`src/rtl/zbuf_pkg.sv`:
```
// ---------------------------------------------------------------------------
// zbuf_pkg
// Shared constants, widths, FSM state type and the address helper for the
// tiled z-buffer. The address generator and the tile reader both use it.
// The z-buffer is 20x15 tiles of 32x32 16-bit depth words.
// ---------------------------------------------------------------------------
package zbuf_pkg;

    localparam int TILE_SHIFT      = 5;
    localparam int TILE_WORDS      = 1024;
    localparam int BLK_BYTES_SHIFT = 11;

    localparam int FB_W = 640;
    localparam int FB_H = 480;

    localparam logic [15:0] ZBUF_CLEAR_VAL = 16'hFFFF;

    localparam int BLK_W  = 9;
    localparam int IDX_W  = 10;
    localparam int FRAG_W = 19;
    localparam int BX_W   = 5;
    localparam int BY_W   = 4;
    localparam int PIX_W  = 10;

    typedef enum logic [2:0] {
        ST_IDLE = 3'd0,
        ST_REQ  = 3'd1,
        ST_WAIT = 3'd2,
        ST_EMIT = 3'd3,
        ST_CLR  = 3'd4,
        ST_DONE = 3'd5
    } zbuf_state_t;

    // Byte address of one depth word. A tile is 1024 words (2 KiB), and each
    // word is 2 bytes. The add wraps at 32 bits.
    function automatic logic [31:0] zbuf_addr(input logic [31:0]      base,
                                              input logic [BLK_W-1:0] blk,
                                              input logic [IDX_W-1:0] idx);
        return base + {12'd0, blk, 11'd0} + {21'd0, idx, 1'b0};
    endfunction

endpackage

```
`src/rtl/zbuf_tile_counter.sv`:
```
// ---------------------------------------------------------------------------
// zbuf_tile_counter
// This is the nested scan counter for the tiled z-buffer. The order is idx
// (word within a tile), then bx (tile column), then by (tile row). It also
// computes the linear tile number and flags the last word of the frame.
//
// Ports
//   clk, rst_n   clock, async active-low reset
//   clear        reset the counters to the frame origin (has priority)
//   advance      step to the next word in row-major tile order
//   idx          word index within the tile, iy*32 + ix
//   bx, by       tile column / tile row
//   blk          by*BLK_X + bx
//   last         the counters point at the final word of the frame
// ---------------------------------------------------------------------------
module zbuf_tile_counter
    import zbuf_pkg::*;
#(
    parameter int BLK_X = 20,
    parameter int BLK_Y = 15
) (
    input  logic             clk,
    input  logic             rst_n,
    input  logic             clear,
    input  logic             advance,
    output logic [IDX_W-1:0] idx,
    output logic [BX_W-1:0]  bx,
    output logic [BY_W-1:0]  by,
    output logic [BLK_W-1:0] blk,
    output logic             last
);

    logic [IDX_W-1:0] idx_q, idx_d;
    logic [BX_W-1:0]  bx_q,  bx_d;
    logic [BY_W-1:0]  by_q,  by_d;

    logic idx_wrap;
    logic bx_wrap;
    logic by_wrap;

    assign idx_wrap = (idx_q == IDX_W'(TILE_WORDS - 1));
    assign bx_wrap  = (bx_q  == BX_W'(BLK_X - 1));
    assign by_wrap  = (by_q  == BY_W'(BLK_Y - 1));

    always_comb begin
        idx_d = idx_q;
        bx_d  = bx_q;
        by_d  = by_q;
        if (clear) begin
            idx_d = '0;
            bx_d  = '0;
            by_d  = '0;
        end else if (advance) begin
            idx_d = idx_q + 1'b1;
            if (idx_wrap) begin
                if (bx_wrap) begin
                    bx_d = '0;
                    by_d = by_wrap ? '0 : by_q + 1'b1;
                end else begin
                    bx_d = bx_q + 1'b1;
                end
            end
        end
    end

    always_ff @(posedge clk or negedge rst_n) begin
        if (!rst_n) begin
            idx_q <= '0;
            bx_q  <= '0;
            by_q  <= '0;
        end else begin
            idx_q <= idx_d;
            bx_q  <= bx_d;
            by_q  <= by_d;
        end
    end

    assign idx  = idx_q;
    assign bx   = bx_q;
    assign by   = by_q;
    assign blk  = BLK_W'(by_q) * BLK_W'(BLK_X) + BLK_W'(bx_q);
    assign last = idx_wrap & bx_wrap & by_wrap;

endmodule

```
`src/rtl/zbuf_tile_reader.sv`:
```
// ---------------------------------------------------------------------------
// zbuf_tile_reader
// This block reads back the tiled z-buffer. When a frame starts it walks every
// tile in row-major tile order and issues one 16-bit read per pixel. Each
// word is returned downstream with its pixel coordinates and fragment ID.
//
// Optional feature macro: ZBUF_READ_CLEAR_EN
//   When defined, every read is followed by a write of ZBUF_CLEAR_VAL
//   (far plane) to the same address. The extra outputs are mem_we and
//   mem_wdata. frame_done waits until the last clear is acknowledged.
//
// Ports
//   clk, rst_n          clock, async active-low reset
//   nd / us_rfd         frame start request / idle and ready for a frame
//   mem_req, mem_addr   memory request (held until mem_ack), byte address
//   mem_ack             request accepted this cycle
//   mem_rvld, mem_rdata read data strobe and depth word
//   mem_we, mem_wdata   clear write (ZBUF_READ_CLEAR_EN only)
//   ds_rfd / rdy        downstream ready / output valid
//   pix_x, pix_y        pixel coordinates
//   depth, frag_id      depth word, {blk, idx}
//   frame_done          one-cycle pulse at end of frame
//
// state | meaning
// ------+-----------------------------------------------------------
// IDLE  | waiting for nd, us_rfd=1
// REQ   | read request outstanding, mem_req=1
// WAIT  | read accepted, waiting for mem_rvld
// EMIT  | pixel presented (rdy=1) until ds_rfd
// CLR   | far-plane write outstanding (ZBUF_READ_CLEAR_EN only)
// DONE  | frame_done pulse
// ---------------------------------------------------------------------------
module zbuf_tile_reader
    import zbuf_pkg::*;
#(
    parameter logic [31:0] ZBUF_LOW_ADDR = 32'h0000_0000,
    parameter int          BLK_X         = 20,
    parameter int          BLK_Y         = 15
) (
    input  logic              clk,
    input  logic              rst_n,
    input  logic              nd,
    output logic              us_rfd,
    output logic              mem_req,
    output logic [31:0]       mem_addr,
    input  logic              mem_ack,
    input  logic              mem_rvld,
    input  logic [15:0]       mem_rdata,
`ifdef ZBUF_READ_CLEAR_EN
    output logic              mem_we,
    output logic [15:0]       mem_wdata,
`endif
    input  logic              ds_rfd,
    output logic              rdy,
    output logic [PIX_W-1:0]  pix_x,
    output logic [PIX_W-1:0]  pix_y,
    output logic [15:0]       depth,
    output logic [FRAG_W-1:0] frag_id,
    output logic              frame_done
);

    zbuf_state_t state_q, state_d;

    logic              us_rfd_q,     us_rfd_d;
    logic              mem_req_q,    mem_req_d;
    logic              rdy_q,        rdy_d;
    logic              frame_done_q, frame_done_d;
    logic [15:0]       depth_q,      depth_d;
    logic [PIX_W-1:0]  pix_x_q,      pix_x_d;
    logic [PIX_W-1:0]  pix_y_q,      pix_y_d;
    logic [FRAG_W-1:0] frag_id_q,    frag_id_d;
`ifdef ZBUF_READ_CLEAR_EN
    logic              mem_we_q,     mem_we_d;
`endif

    logic             cnt_clear;
    logic             cnt_advance;
    logic             capture;
    logic [IDX_W-1:0] cnt_idx;
    logic [BX_W-1:0]  cnt_bx;
    logic [BY_W-1:0]  cnt_by;
    logic [BLK_W-1:0] cnt_blk;
    logic             cnt_last;

    zbuf_tile_counter #(
        .BLK_X (BLK_X),
        .BLK_Y (BLK_Y)
    ) u_cnt (
        .clk     (clk),
        .rst_n   (rst_n),
        .clear   (cnt_clear),
        .advance (cnt_advance),
        .idx     (cnt_idx),
        .bx      (cnt_bx),
        .by      (cnt_by),
        .blk     (cnt_blk),
        .last    (cnt_last)
    );

    always_comb begin
        state_d     = state_q;
        cnt_clear   = 1'b0;
        cnt_advance = 1'b0;
        capture     = 1'b0;

        case (state_q)
            ST_IDLE: begin
                if (nd) begin
                    cnt_clear = 1'b1;
                    state_d   = ST_REQ;
                end
            end
            ST_REQ: begin
                if (mem_ack) begin
                    if (mem_rvld) begin
                        capture = 1'b1;
                        state_d = ST_EMIT;
                    end else begin
                        state_d = ST_WAIT;
                    end
                end
            end
            ST_WAIT: begin
                if (mem_rvld) begin
                    capture = 1'b1;
                    state_d = ST_EMIT;
                end
            end
            ST_EMIT: begin
                if (ds_rfd) begin
`ifdef ZBUF_READ_CLEAR_EN
                    // The counters hold until the clear write goes out, so
                    // the clear hits the word that was just read.
                    state_d = ST_CLR;
`else
                    cnt_advance = 1'b1;
                    state_d     = cnt_last ? ST_DONE : ST_REQ;
`endif
                end
            end
`ifdef ZBUF_READ_CLEAR_EN
            ST_CLR: begin
                if (mem_ack) begin
                    cnt_advance = 1'b1;
                    state_d     = cnt_last ? ST_DONE : ST_REQ;
                end
            end
`endif
            ST_DONE: begin
                state_d = ST_IDLE;
            end
            default: begin
                state_d = ST_IDLE;
            end
        endcase

        // The handshake outputs are registered decodes of the next state.
        us_rfd_d     = (state_d == ST_IDLE);
        mem_req_d    = (state_d == ST_REQ) || (state_d == ST_CLR);
        rdy_d        = (state_d == ST_EMIT);
        frame_done_d = (state_d == ST_DONE);
`ifdef ZBUF_READ_CLEAR_EN
        mem_we_d     = (state_d == ST_CLR);
`endif

        depth_d   = depth_q;
        pix_x_d   = pix_x_q;
        pix_y_d   = pix_y_q;
        frag_id_d = frag_id_q;
        if (capture) begin
            depth_d   = mem_rdata;
            pix_x_d   = {cnt_bx, cnt_idx[TILE_SHIFT-1:0]};
            pix_y_d   = PIX_W'({cnt_by, cnt_idx[IDX_W-1:TILE_SHIFT]});
            frag_id_d = {cnt_blk, cnt_idx};
        end
    end

    always_ff @(posedge clk or negedge rst_n) begin
        if (!rst_n) begin
            state_q      <= ST_IDLE;
            us_rfd_q     <= 1'b1;
            mem_req_q    <= 1'b0;
            rdy_q        <= 1'b0;
            frame_done_q <= 1'b0;
            depth_q      <= '0;
            pix_x_q      <= '0;
            pix_y_q      <= '0;
            frag_id_q    <= '0;
`ifdef ZBUF_READ_CLEAR_EN
            mem_we_q     <= 1'b0;
`endif
        end else begin
            state_q      <= state_d;
            us_rfd_q     <= us_rfd_d;
            mem_req_q    <= mem_req_d;
            rdy_q        <= rdy_d;
            frame_done_q <= frame_done_d;
            depth_q      <= depth_d;
            pix_x_q      <= pix_x_d;
            pix_y_q      <= pix_y_d;
            frag_id_q    <= frag_id_d;
`ifdef ZBUF_READ_CLEAR_EN
            mem_we_q     <= mem_we_d;
`endif
        end
    end

    // The address is built from the counter flops. They only move when a
    // pixel finishes, so the address stays stable for the whole request.
    assign mem_addr   = zbuf_addr(ZBUF_LOW_ADDR, cnt_blk, cnt_idx);

    assign us_rfd     = us_rfd_q;
    assign mem_req    = mem_req_q;
    assign rdy        = rdy_q;
    assign frame_done = frame_done_q;
    assign depth      = depth_q;
    assign pix_x      = pix_x_q;
    assign pix_y      = pix_y_q;
    assign frag_id    = frag_id_q;
`ifdef ZBUF_READ_CLEAR_EN
    assign mem_we     = mem_we_q;
    assign mem_wdata  = ZBUF_CLEAR_VAL;
`endif

endmodule

```
`config.mk`:
```
export PLATFORM = sky130hd
export DESIGN_NAME = zbuf_tile_reader
export DESIGN_NICKNAME = d
export VERILOG_FILES = /design/src/rtl/zbuf_pkg.sv /design/src/rtl/zbuf_tile_counter.sv /design/src/rtl/zbuf_tile_reader.sv
export SDC_FILE = /design/constraint.sdc
export NUM_CORES = 1
export LEC_CHECK = 0
export CAP_MARGIN = 5
export CORE_MARGIN = 4
export CORE_UTILIZATION = 45
export DETAILED_ROUTE_END_ITERATION = 16
export GPL_ROUTABILITY_DRIVEN = 0
export PLACE_DENSITY = 0.79
export REMOVE_ABC_BUFFERS = 1
export SYNTH_ARGS = -nofsm -noshare
export SYNTH_HDL_FRONTEND = slang
export SYNTH_SLANG_ARGS = --single-unit
export TNS_END_PERCENT = 5
```
`constraint.sdc`:
```
create_clock -name clk -period 2.9 [get_ports clk]
set_clock_uncertainty 0.2 [all_clocks]
set_input_delay 0.58 -clock clk [delete_from_list [all_inputs] [get_ports clk]]
set_output_delay 0.58 -clock clk [all_outputs]
set_load 0.01 [all_outputs]
```
==> flow_summary.json <==
{
  "clock_path_buffers": 2,
  "critPathLaunch": "u_cnt.by[1]$_DFFE_PN0P_",
  "yosysWarnings": 0,
  "whs_ns": 0.310,
  "cts_root_buf": "clkbuf_8",
  "die_x_um": 94.0,
  "ff2ff_path_depth": 8,
  "post-route-period-util_pct": 110,
  "drtAntennaViolNets": 0,
  "crit_fanout": 2,
  "dr.pass1.iters": 6,
  "power_density_nw_per_um2": 722,
  "path_class": "reg2out",
  "io_pins": 113,
  "setup_slack_ns": -0.286,
  "row_count": 31,
  "grt_first_pass_wirelength_um": 12100,
  "setup_violations": 3,
  "synth_common_cells": "67 x dfrtp_1, 41 x mux2_2, 28 x buf_4",
  "grt_max_degree": 51,
  "final_hold_viol_count": 0,
  "syn-mean-instance-area_um2": 11.6,
  "via_per_inst": 5.04,
  "syn_inst": 287,
  "required_ns": 2.12,
  "io_buffer_count": 98,
  "path_clk_slew_ns": 0.07,
  "synth-seq-cells": 68,
  "vdd_ir_drop_max_mv": 0.418,
  "post-synth-top-count-cell": "dfrtp_1",
  "nets": 424,
  "status": "finished, violations left",
  "violations": "setup timing",
  "first_iter_violations": 93,
  "drv_cap": 0,
  "leakagePower_nw": 2.10,
  "holdPathStages": 1,
  "synth-main-ff-cell": "dfrtp_1",
  "r2r_start": "u_cnt.by[1]$_DFFE_PN0P_",
  "cp-end-kind": "output port",
  "seq_area_frac_synth_pct": 51.1,
  "grt_pass1_vias": 2615,
  "grt_overflow": 0,
  "syn_to_final_growth_pct": 41.5,
  "h-tree-depth": 3,
  "core_area_um2": 7210,
  "clk_latency_ns": 0.34,
  "tritoncts": "done",
  "hpwl_um": 5210,
  "synthDistinctLibCells": 41,
  "rsz0062_at_grt": "yes",
  "synth-edff-count": 0,
  "regToRegSetupSlack_ns": 0.52,
  "final_util_pct": 65.3,
  "hp-class": "reg2reg",
  "hold_path_end": "pix_x[9]$_DFFE_PN0P_",
  "async_flop_share_pct": 100,
  "drive_above_1_share_pct": 25.3,
  "die_h_um": 94.0,
  "hold_start": "pix_x[9]$_DFFE_PN0P_",
  "drc": 0,
  "worst_setup_path_start_kind": "flip-flop",
  "antenna_found_initial": 0,
  "cts_made_buffers": 9,
  "r2r_end": "frag_id[17]$_DFFE_PN0P_",
  "cts.sinks": 68,
  "dieArea_um2": 8840,
  "drt_wl_total_um": 7440,
  "grt_usage_pct": 17.4,
  "num_antenna_cells": 0,
  "yosysTopAreaCellShare_pct": 50.3,
  "netlist_area_um2": 3330,
  "yosysTopAreaCell": "dfrtp_1",
  "initial_core_util_pct": 46.2,
  "num_vias": 2494,
  "fmax_mhz": 314,
  "final_max_slew_viol_count": 0,
  "synthTopCellsByArea": "dfrtp_1 50%, mux2_2 14%, buf_4 6.3%",
  "wl_per_cell_um": 15.0,
  "cp.arrival_ns": 2.41,
  "min_period_ns": 3.19
}
flip-flops by register name, summed over array words and instances (netlist names), 3 cells and up:
| signal | flops |
|---|---|
| state_q | 3 |
| u_cnt.by | 4 |
| depth | 16 |
| pix_y | 4 |
| u_cnt.idx | 10 |
| frag_id | 12 |
| pix_x | 10 |
| u_cnt.bx | 5 |
final cells by class:
type,instances,area [um2]
clock buffer,10,128
clock inverter,6,111
fill,579,2500
inverter,8,30.0
multi-input combinational,185,1480
sequential,68,1700
tap,99,124
timing repair buffer,119,1140
worst max-delay path: stages, from the launching register on:
cell and delay (ns):
dfrtp_1 0.41, ha_4 0.26, ha_4 0.16, fa_1 0.54, nand2_2 0.07, o21bai_4 0.17
o211ai_1 0.24, nand2_1 0.07, buf_2 0.14
cell families (layout without fill, tap and decap cells):
kind of cell	Yosys count	after routing	synth area share, %
adders and majority gates	11	11	4.58
xor gates and xnor gates	12	12	3.16
muxes	44	44	14.8
and+or+nand+nor	76	76	12.4
buffers and inverters	47	143	8.83
AOI/OAI and AO/OA	28	28	5.00
other	1	14	0.113
DFF	68	68	51.1
layer usage:
metal	global-route usage [%]	vias up	wire [um]
met5	0	-	0
met4	6.74	0	105
met3	4.49	11	409
met2	30.2	79	3970
met1	20.7	1237	2950
li1	-	1167	-
placed cells by master (no fill, tap or decap), types with 2 or more instances in the layout:
cell type	netlist	routed
xor2_1	2	2
buf_6	1	2
nor2_1	19	18
xnor2_1	10	7
nand3_1	8	8
conb_1	1	14
xnor2_2	0	3
a21oi_1	9	9
clkdlybuf4s50_1	0	91
nor3_1	11	10
nand2_1	13	12
nor3b_1	2	2
bufinv_16	0	3
nand4_1	2	2
ha_4	0	2
mux2_2	41	41
ha_1	9	5
buf_2	4	4
ha_2	0	2
buf_4	28	17
inv_1	8	8
mux2i_1	3	3
a31oi_1	5	5
dfrtp_1	67	67
clkbuf_8	0	9
nor4_1	6	6
o21ai_0	7	6
or3_1	5	5
power by group:
part	internal, mW	total, mW	switching, mW	leakage (nW)
clock	0.573	0.943	0.370	0.117
sequential	1.17	1.32	0.157	0.890
combinational	0.668	1.14	0.468	1.09
total	2.41	3.40	0.994	2.10
what timing repair did:
action	in CTS	in global routing
hold buffers	1	0
setup endpoints to repair	6	5
endpoints found under the hold margin	17	0
pin swaps	7	8
buffers inserted	1	1
cloned	0	0
resized for setup	25	14
worst max path at each step:
stage | cells after the start | end
finish | 8 | mem_addr[19]
global route | 8 | mem_addr[19]
CTS | 8 | mem_addr[19]
detailed placement | 7 | mem_addr[18]
global placement | 7 | mem_addr[18]
floorplan | 7 | mem_addr[19]
metrics by stage:
| step | instances | setup WS, ns | TNS [ns] | instance area, um2 | total power, mW |
|---|---|---|---|---|---|
| finish | 495 | -0.286 | -0.576 | 4710 | 3.40 |
| global placement | 476 | -0.263 | -0.575 | 4360 | 2.45 |
| detailed placement | 476 | -0.333 | -0.738 | 4360 | 2.49 |
| floorplan | 261 | 0.113 | 0 | 3120 | 1.84 |
| global route | 495 | -0.382 | -0.998 | 4710 | 3.59 |
| CTS | 494 | -0.349 | -0.685 | 4650 | 3.44 |
No activity file was read; power rests on OpenSTA's default activity.
